### src/rtl/memory_stage.sv
// -----------------------------------------------------------------------------
// memory_stage
// Pipeline MEM stage with a MEM/WB pipeline register.
//
// Behaviour:
// - Aligned memory instructions issue a data-memory request.
// - Execute and earlier stages are stalled until dmDone arrives or the wait
//   times out.
// - Misaligned accesses never reach memory. They pass straight through with
//   errOut set.
// - Once a halting instruction has reached MEM/WB, haltOut stays high and no
//   further memory requests are issued until reset.
//
// Ports:
//   clk, rst             clock, asynchronous active-low reset
//   aluIn                execute result / memory address
//   storeData            store write data
//   setValIn, nextPcIn   execute side values forwarded to MEM/WB
//   memEnIn, memWrtIn    memory access request / write qualifier
//   regWrtIn, haltIn,
//   errIn                execute control bits
//   regWrtSrcIn,
//   writeRegIn           writeback source select / destination register
//   dmRdData, dmDone     data-memory read data and completion pulse
//   dmEn, dmWr,
//   dmAddr, dmWrData     data-memory request interface
//   stall                hold request to execute and earlier stages
//   aluOut .. writeRegOut  MEM/WB register outputs
// -----------------------------------------------------------------------------
module memory_stage #(
  parameter int TIMEOUT = 15
) (
  input  logic        clk,
  input  logic        rst,
  input  logic [15:0] aluIn,
  input  logic [15:0] storeData,
  input  logic [15:0] setValIn,
  input  logic [15:0] nextPcIn,
  input  logic        memEnIn,
  input  logic        memWrtIn,
  input  logic        regWrtIn,
  input  logic        haltIn,
  input  logic        errIn,
  input  logic [2:0]  regWrtSrcIn,
  input  logic [2:0]  writeRegIn,
  input  logic [15:0] dmRdData,
  input  logic        dmDone,
  output logic        dmEn,
  output logic        dmWr,
  output logic [15:0] dmAddr,
  output logic [15:0] dmWrData,
  output logic        stall,
  output logic [15:0] aluOut,
  output logic [15:0] memData,
  output logic [15:0] setVal,
  output logic [15:0] nextPcOut,
  output logic        regWrtOut,
  output logic        haltOut,
  output logic        errOut,
  output logic [2:0]  regWrtSrcOut,
  output logic [2:0]  writeRegOut
);

  typedef enum logic [0:0] {
    ST_IDLE = 1'b0,
    ST_BUSY = 1'b1
  } state_t;

  // The request cycle is spent in IDLE. The abort therefore fires in the BUSY
  // cycle whose count is TIMEOUT-1, which makes the stall last TIMEOUT cycles.
  localparam logic [3:0] LP_CNT_LAST = 4'(TIMEOUT - 1);

  state_t      r_state;
  state_t      w_state_nxt;
  logic [3:0]  r_cnt;
  logic [3:0]  w_cnt_nxt;
  logic [15:0] r_addr;
  logic [15:0] r_wdata;
  logic        r_wr;

  logic        w_req;
  logic        w_misaligned;
  logic        w_done;
  logic        w_abort;
  logic        w_den;
  logic        w_stall;
  logic        w_dm_wr;
  logic [15:0] w_dm_addr;
  logic [15:0] w_dm_wdata;

  logic [15:0] r_alu_out;
  logic [15:0] r_mem_data;
  logic [15:0] r_set_val;
  logic [15:0] r_next_pc;
  logic        r_reg_wrt;
  logic        r_halt_out;
  logic        r_err_out;
  logic [2:0]  r_reg_wrt_src;
  logic [2:0]  r_write_reg;

  // Next-state, request and stall decode for the access FSM.
  always_comb begin
    w_state_nxt  = r_state;
    w_cnt_nxt    = r_cnt;
    w_req        = 1'b0;
    w_misaligned = 1'b0;
    w_done       = 1'b0;
    w_abort      = 1'b0;
    w_den        = 1'b0;
    w_stall      = 1'b0;
    w_dm_wr      = memWrtIn;
    w_dm_addr    = aluIn;
    w_dm_wdata   = storeData;
    case (r_state)
      ST_IDLE: begin
        // dmDone is ignored here, including in the request cycle itself.
        if (memEnIn) begin
          if (aluIn[0]) begin
            w_misaligned = 1'b1;
          end else if (!r_halt_out) begin
            w_req       = 1'b1;
            w_den       = 1'b1;
            w_stall     = 1'b1;
            w_state_nxt = ST_BUSY;
            w_cnt_nxt   = 4'd0;
          end else begin
            // After a halt, memory instructions pass through without access.
            w_req = 1'b0;
          end
        end else begin
          w_req = 1'b0;
        end
      end
      ST_BUSY: begin
        w_den      = 1'b1;
        w_dm_wr    = r_wr;
        w_dm_addr  = r_addr;
        w_dm_wdata = r_wdata;
        if (dmDone) begin
          w_done      = 1'b1;
          w_state_nxt = ST_IDLE;
        end else if (r_cnt == LP_CNT_LAST) begin
          w_abort     = 1'b1;
          w_den       = 1'b0;
          w_state_nxt = ST_IDLE;
          w_cnt_nxt   = r_cnt + 4'd1;
        end else begin
          w_stall   = 1'b1;
          w_cnt_nxt = r_cnt + 4'd1;
        end
      end
      default: begin
        w_state_nxt = ST_IDLE;
        w_cnt_nxt   = 4'd0;
      end
    endcase
  end

  // Gating with rst drops the request and the stall as soon as reset is
  // asserted, without waiting for a clock edge.
  assign dmEn     = w_den & rst;
  assign stall    = w_stall & rst;
  assign dmWr     = w_dm_wr;
  assign dmAddr   = w_dm_addr;
  assign dmWrData = w_dm_wdata;

  // FSM state, wait counter and latched request fields.
  always_ff @(posedge clk or negedge rst) begin
    if (!rst) begin
      r_state <= ST_IDLE;
      r_cnt   <= 4'd0;
      r_addr  <= 16'h0000;
      r_wdata <= 16'h0000;
      r_wr    <= 1'b0;
    end else begin
      r_state <= w_state_nxt;
      r_cnt   <= w_cnt_nxt;
      if (w_req) begin
        r_addr  <= aluIn;
        r_wdata <= storeData;
        r_wr    <= memWrtIn;
      end
    end
  end

  // MEM/WB pipeline register. It loads a bubble while stalled and loads the
  // instruction otherwise.
  always_ff @(posedge clk or negedge rst) begin
    if (!rst) begin
      r_alu_out     <= 16'h0000;
      r_mem_data    <= 16'h0000;
      r_set_val     <= 16'h0000;
      r_next_pc     <= 16'h0000;
      r_reg_wrt     <= 1'b0;
      r_halt_out    <= 1'b0;
      r_err_out     <= 1'b0;
      r_reg_wrt_src <= 3'd0;
      r_write_reg   <= 3'd0;
    end else if (w_stall) begin
      r_reg_wrt  <= 1'b0;
      r_err_out  <= 1'b0;
      // Stalls only occur before a halt, so this keeps haltOut low in bubbles.
      r_halt_out <= r_halt_out;
    end else begin
      r_alu_out     <= aluIn;
      r_set_val     <= setValIn;
      r_next_pc     <= nextPcIn;
      r_reg_wrt_src <= regWrtSrcIn;
      r_write_reg   <= writeRegIn;
      r_reg_wrt     <= regWrtIn & ~w_abort & ~w_misaligned;
      r_err_out     <= errIn | w_abort | w_misaligned;
      r_halt_out    <= r_halt_out | haltIn;
      // Only a completed load returns data. Stores, aborts and non-memory
      // instructions all load zero.
      r_mem_data    <= (w_done && !r_wr) ? dmRdData : 16'h0000;
    end
  end

  assign aluOut       = r_alu_out;
  assign memData      = r_mem_data;
  assign setVal       = r_set_val;
  assign nextPcOut    = r_next_pc;
  assign regWrtOut    = r_reg_wrt;
  assign haltOut      = r_halt_out;
  assign errOut       = r_err_out;
  assign regWrtSrcOut = r_reg_wrt_src;
  assign writeRegOut  = r_write_reg;

endmodule

### config.mk
export PLATFORM = sky130hd
export DESIGN_NAME = memory_stage
export DESIGN_NICKNAME = d
export VERILOG_FILES = /design/src/rtl/memory_stage.sv
export SDC_FILE = /design/constraint.sdc
export NUM_CORES = 1
export LEC_CHECK = 0
export BUFFER_PORTS_ARGS = -buffer_cell sky130_fd_sc_hd__buf_2
export CORE_UTILIZATION = 47
export CTS_CLUSTER_SIZE = 24
export DETAILED_ROUTE_END_ITERATION = 16
export PLACE_DENSITY = 0.81
export SLEW_MARGIN = 20
export SYNTH_ARGS = -nofsm -noshare
export SYNTH_HDL_FRONTEND = slang
export SYNTH_SLANG_ARGS = --single-unit
### constraint.sdc
create_clock -name clk -period 2.1 [get_ports clk]
set_input_delay 0.105 -clock clk [delete_from_list [all_inputs] [get_ports clk]]
set_output_delay 0.105 -clock clk [all_outputs]
set_load 0.01 [all_outputs]
==> results.rst <==
.. list-table::
   :header-rows: 1

   * - Metric
     - Value
   * - Outcome
     - finished clean
   * - Synthesized area per cell
     - 12.65 µm²
   * - Share of the synthesized area in the top cell type
     - 60.51%
   * - End point of the critical path
     - stall
   * - Critical path origin
     - r_cnt[0]
   * - Post-synthesis net count
     - 459
   * - Die span in y
     - 100.8 µm
   * - Mean number of vias per cell
     - 5.008
   * - Peak supply drop
     - 0.0003583 V
   * - Internal power summed over all cells
     - 3176 µW
   * - Filler cell count in the final layout
     - 642
   * - Worst flop-to-flop path startpoint
     - r_state
   * - Sequential share of the synthesized area
     - 60.51%
   * - CTS H-tree depth
     - 3
   * - Half-perimeter wire length of the detailed placement result
     - 7.599 mm
   * - Max transition margin
     - 67.30%
   * - Number of instances in the placed design
     - 683
   * - Layout Area Growth over Synthesis
     - 49.80%
   * - Worst slew pin tran
     - 490.5 ps
   * - Part of the total power dissipated in sequential elements
     - 55.2%
   * - Initial antenna violation count
     - 0
   * - Net Sw Frac
     - 24.52%
   * - Clock network fraction of design power
     - 31.0%
   * - Most repeated cell in the gate-level netlist after synthesis
     - dfrtp_1
   * - Top FF cell, synth
     - dfrtp_1
   * - Setup TNS
     - 0 ps
   * - Crit Path Class
     - register to primary output
   * - Clk_skew
     - 12.75 ps
   * - Clock period minus worst slack
     - 1940 ps
   * - Worst Hold Margin
     - 61.85 ps
   * - Inserted Diodes
     - 0
   * - Remaining DRCs
     - 0
   * - FF+latch count, synth
     - 111
   * - CTS tree
     - done
   * - Library cell occupying the most area in the post-synthesis netlist
     - dfrtp_1
   * - Arrival time reported for the critical path endpoint
     - 1840 ps
   * - CP Launch Type
     - register
   * - Count of buffers inserted at the top-level ports
     - 201
   * - Data required time at the worst endpoint
     - 2000 ps
   * - Distinct cell type count of the synthesized netlist
     - 30
   * - Final antenna-violating net count
     - 0
   * - Post-layout total power
     - 4208 µW
   * - Number of pins with negative max-slew slack in the final report
     - 0
   * - Vias post-DR
     - 3951
   * - Register clock-pin slew on the reported worst setup and hold paths
     - 100 ps
   * - Number of buffers created by CTS
     - 9
   * - Gate Count Post-Synth
     - 363
   * - Max Buffers Root-to-Sink
     - 2
   * - X dimension of the die
     - 100.8 µm
   * - Setup repair after global routing missed its margin
     - no
   * - Master cell of the clock root buffer
     - clkbuf_8
   * - Setup violators final
     - 0
   * - Drt total wl
     - 12.88 mm
   * - Top cells by area in the synthesized netlist
     - dfrtp_1, mux2_2, nand2_1
   * - Total Die Area
     - 10170 µm²
   * - YS warnings
     - 0
   * - Switching power
     - 1032 µW
   * - Setup crit end kind
     - primary output
   * - Fmax
     - 515.4 MHz
   * - Number of cell instances on the worst register-to-register path
     - 4
   * - Post-route clock period utilization
     - 92.39%
   * - Via count of the first global-routing pass
     - 4164
   * - Core Area
     - 9371 µm²
   * - First drt pass iteration count
     - 4
   * - Row count
     - 35
   * - Number of synthesized flops with an enable pin
     - 0
   * - Worst min-delay path class
     - primary input to register
   * - DRC marker count from the first detailed-route iteration
     - 138
   * - Fraction of layout cells with a size suffix above 1
     - 46.82%
   * - Wire length per cell after detailed routing
     - 16.33 µm
   * - Total power density per cell area
     - 611.9 nW/µm²
   * - Pin count of the biggest net entering global routing
     - 72
   * - Max cap viols
     - 0
   * - Most instantiated cells after synthesis
     - dfrtp_1, nand2_1, mux2_2, a22o_1, buf_2
   * - Sum of overflow across all layers after global routing
     - 0
   * - Starting utilization of the core area
     - 48.99%
   * - GPL Wtd Cong
     - 0.7135
   * - Nets
     - 751
   * - Reg-to-Reg End
     - r_wdata[1]
   * - Pleak
     - 0.003500 µW
   * - Number of stages on the worst hold path
     - 2
   * - Insertion delay of the later-clocked pin in the worst-skew pair
     - 360 ps
   * - Wire length of the first global-routing pass
     - 20.03 mm
   * - Filler-free cell count of the finished design
     - 789
   * - Logic gate share of total power
     - 13.8%
   * - R2R setup slack
     - 290 ps
   * - Post-Syn Area
     - 4591 µm²
   * - Io pins
     - 202
   * - Async set-or-reset flop fraction in the synthesized netlist
     - 100.0%
   * - Total global routing track utilization
     - 25.77%
   * - Total count of hold-check failures in the final report
     - 0
   * - Highest fanout seen on the critical path
     - 18
   * - Clock Sinks
     - 111
## cells in the final DEF, fill, tap and decap left out, types with 2 or more instances in the layout
cell type      count
a22o_1            17
and2_1             2
buf_12             2
buf_2            200
buf_4              8
clkbuf_8          10
clkinv_4           3
dfrtp_1          110
dlygate4sd3_1     89
ha_1               2
mux2_1             9
mux2_2            77
nand2_1          100
nand3_1            2
nand4_1            2
nor2_1             3
nor3b_1            3
o21ai_0            2
## routing by layer
layer / vias to the layer above / global-route usage, % / routed length [µm]
li1: 1831 / - / -
met1: 1920 / 30.89 / 5163
met2: 181 / 45.89 / 6598
met3: 19 / 6.103 / 947
met4: 0 / 8.138 / 173
met5: - / 0 / 0
## per-stage QoR
stage          area [µm²]  utilization, %  setup WS [ps]
6_report             6877           73.38          159.8
5_1_grt              6877           73.38          60.65
4_1_cts              6865           73.26          5.266
3_5_place_dp         5768           61.55          330.8
3_3_place_gp         5768           61.55          355.1
2_1_floorplan        4591               -          376.7
## critical path, cell delays in order (launching register included)
cell and delay (ps):
dfrtp_1 430, inv_1 80, ha_1 160, nand4_1 160
o21ai_4 130, inv_2 60, buf_6 160, and2_1 160
buf_2 140
## registers in the layout, indices dropped and copies added, names as in the netlist
signal,flops
aluOut,16
errOut,1
haltOut,1
memData,16
nextPcOut,16
r_addr,16
r_cnt,4
r_state,1
r_wdata,16
r_wr,1
regWrtOut,1
regWrtSrcOut,3
setVal,16
writeRegOut,3
## cell families (layout without fill, tap and decap cells)
group / count (synthesis) / in the layout / share of synthesized area (%)
and+or+nand+nor: 118 / 118 / 11.04
DFF: 111 / 111 / 60.51
muxes: 87 / 87 / 21.31
AOI/OAI and AO/OA: 23 / 23 / 4.197
buffers and inverters: 21 / 318 / 2.208
adders and majority gates: 2 / 2 / 0.5450
xor gates and xnor gates: 1 / 1 / 0.1908
## how the worst min path moves through the flow
stage	startpoint	end
floorplan	rst	aluOut[0]
global placement	rst	r_wdata[11]
detailed placement	rst	r_wdata[11]
CTS	aluIn[0]	aluOut[0]
global route	aluIn[0]	aluOut[0]
finish	aluIn[0]	aluOut[0]
## what timing repair did
action                                 CTS  global route
pin swaps                                1             0
gates cloned                             0             0
endpoints found under the hold margin  210             0
setup endpoints to repair                1             1
gates resized for setup                  0             1
setup buffers                            0             1
hold buffers                            89             0
## cell type report
class                      instances  area, µm²  share of cell area [%]
sequential                       111       2779                   40.41
tap                              129      161.4                   2.347
multi-input combinational        231       1719                   25.00
timing repair buffer             300       2003                   29.13
clock inverter                     5      65.06                  0.9461
inverter                           2      7.507                  0.1092
clock buffer                      11      141.4                   2.056
## power groups by stage
stage / clock [µW] / combinational, µW / sequential, µW
final: 1310 / 579 / 2320
after global routing: 1420 / 633 / 2340
after CTS: 1340 / 567 / 2320
after detailed placement: 0 / 438 / 2360
after global placement: 0 / 422 / 2350
after floorplan: 0 / 150 / 2380
Note: power is estimated with default switching activity, not from simulation.
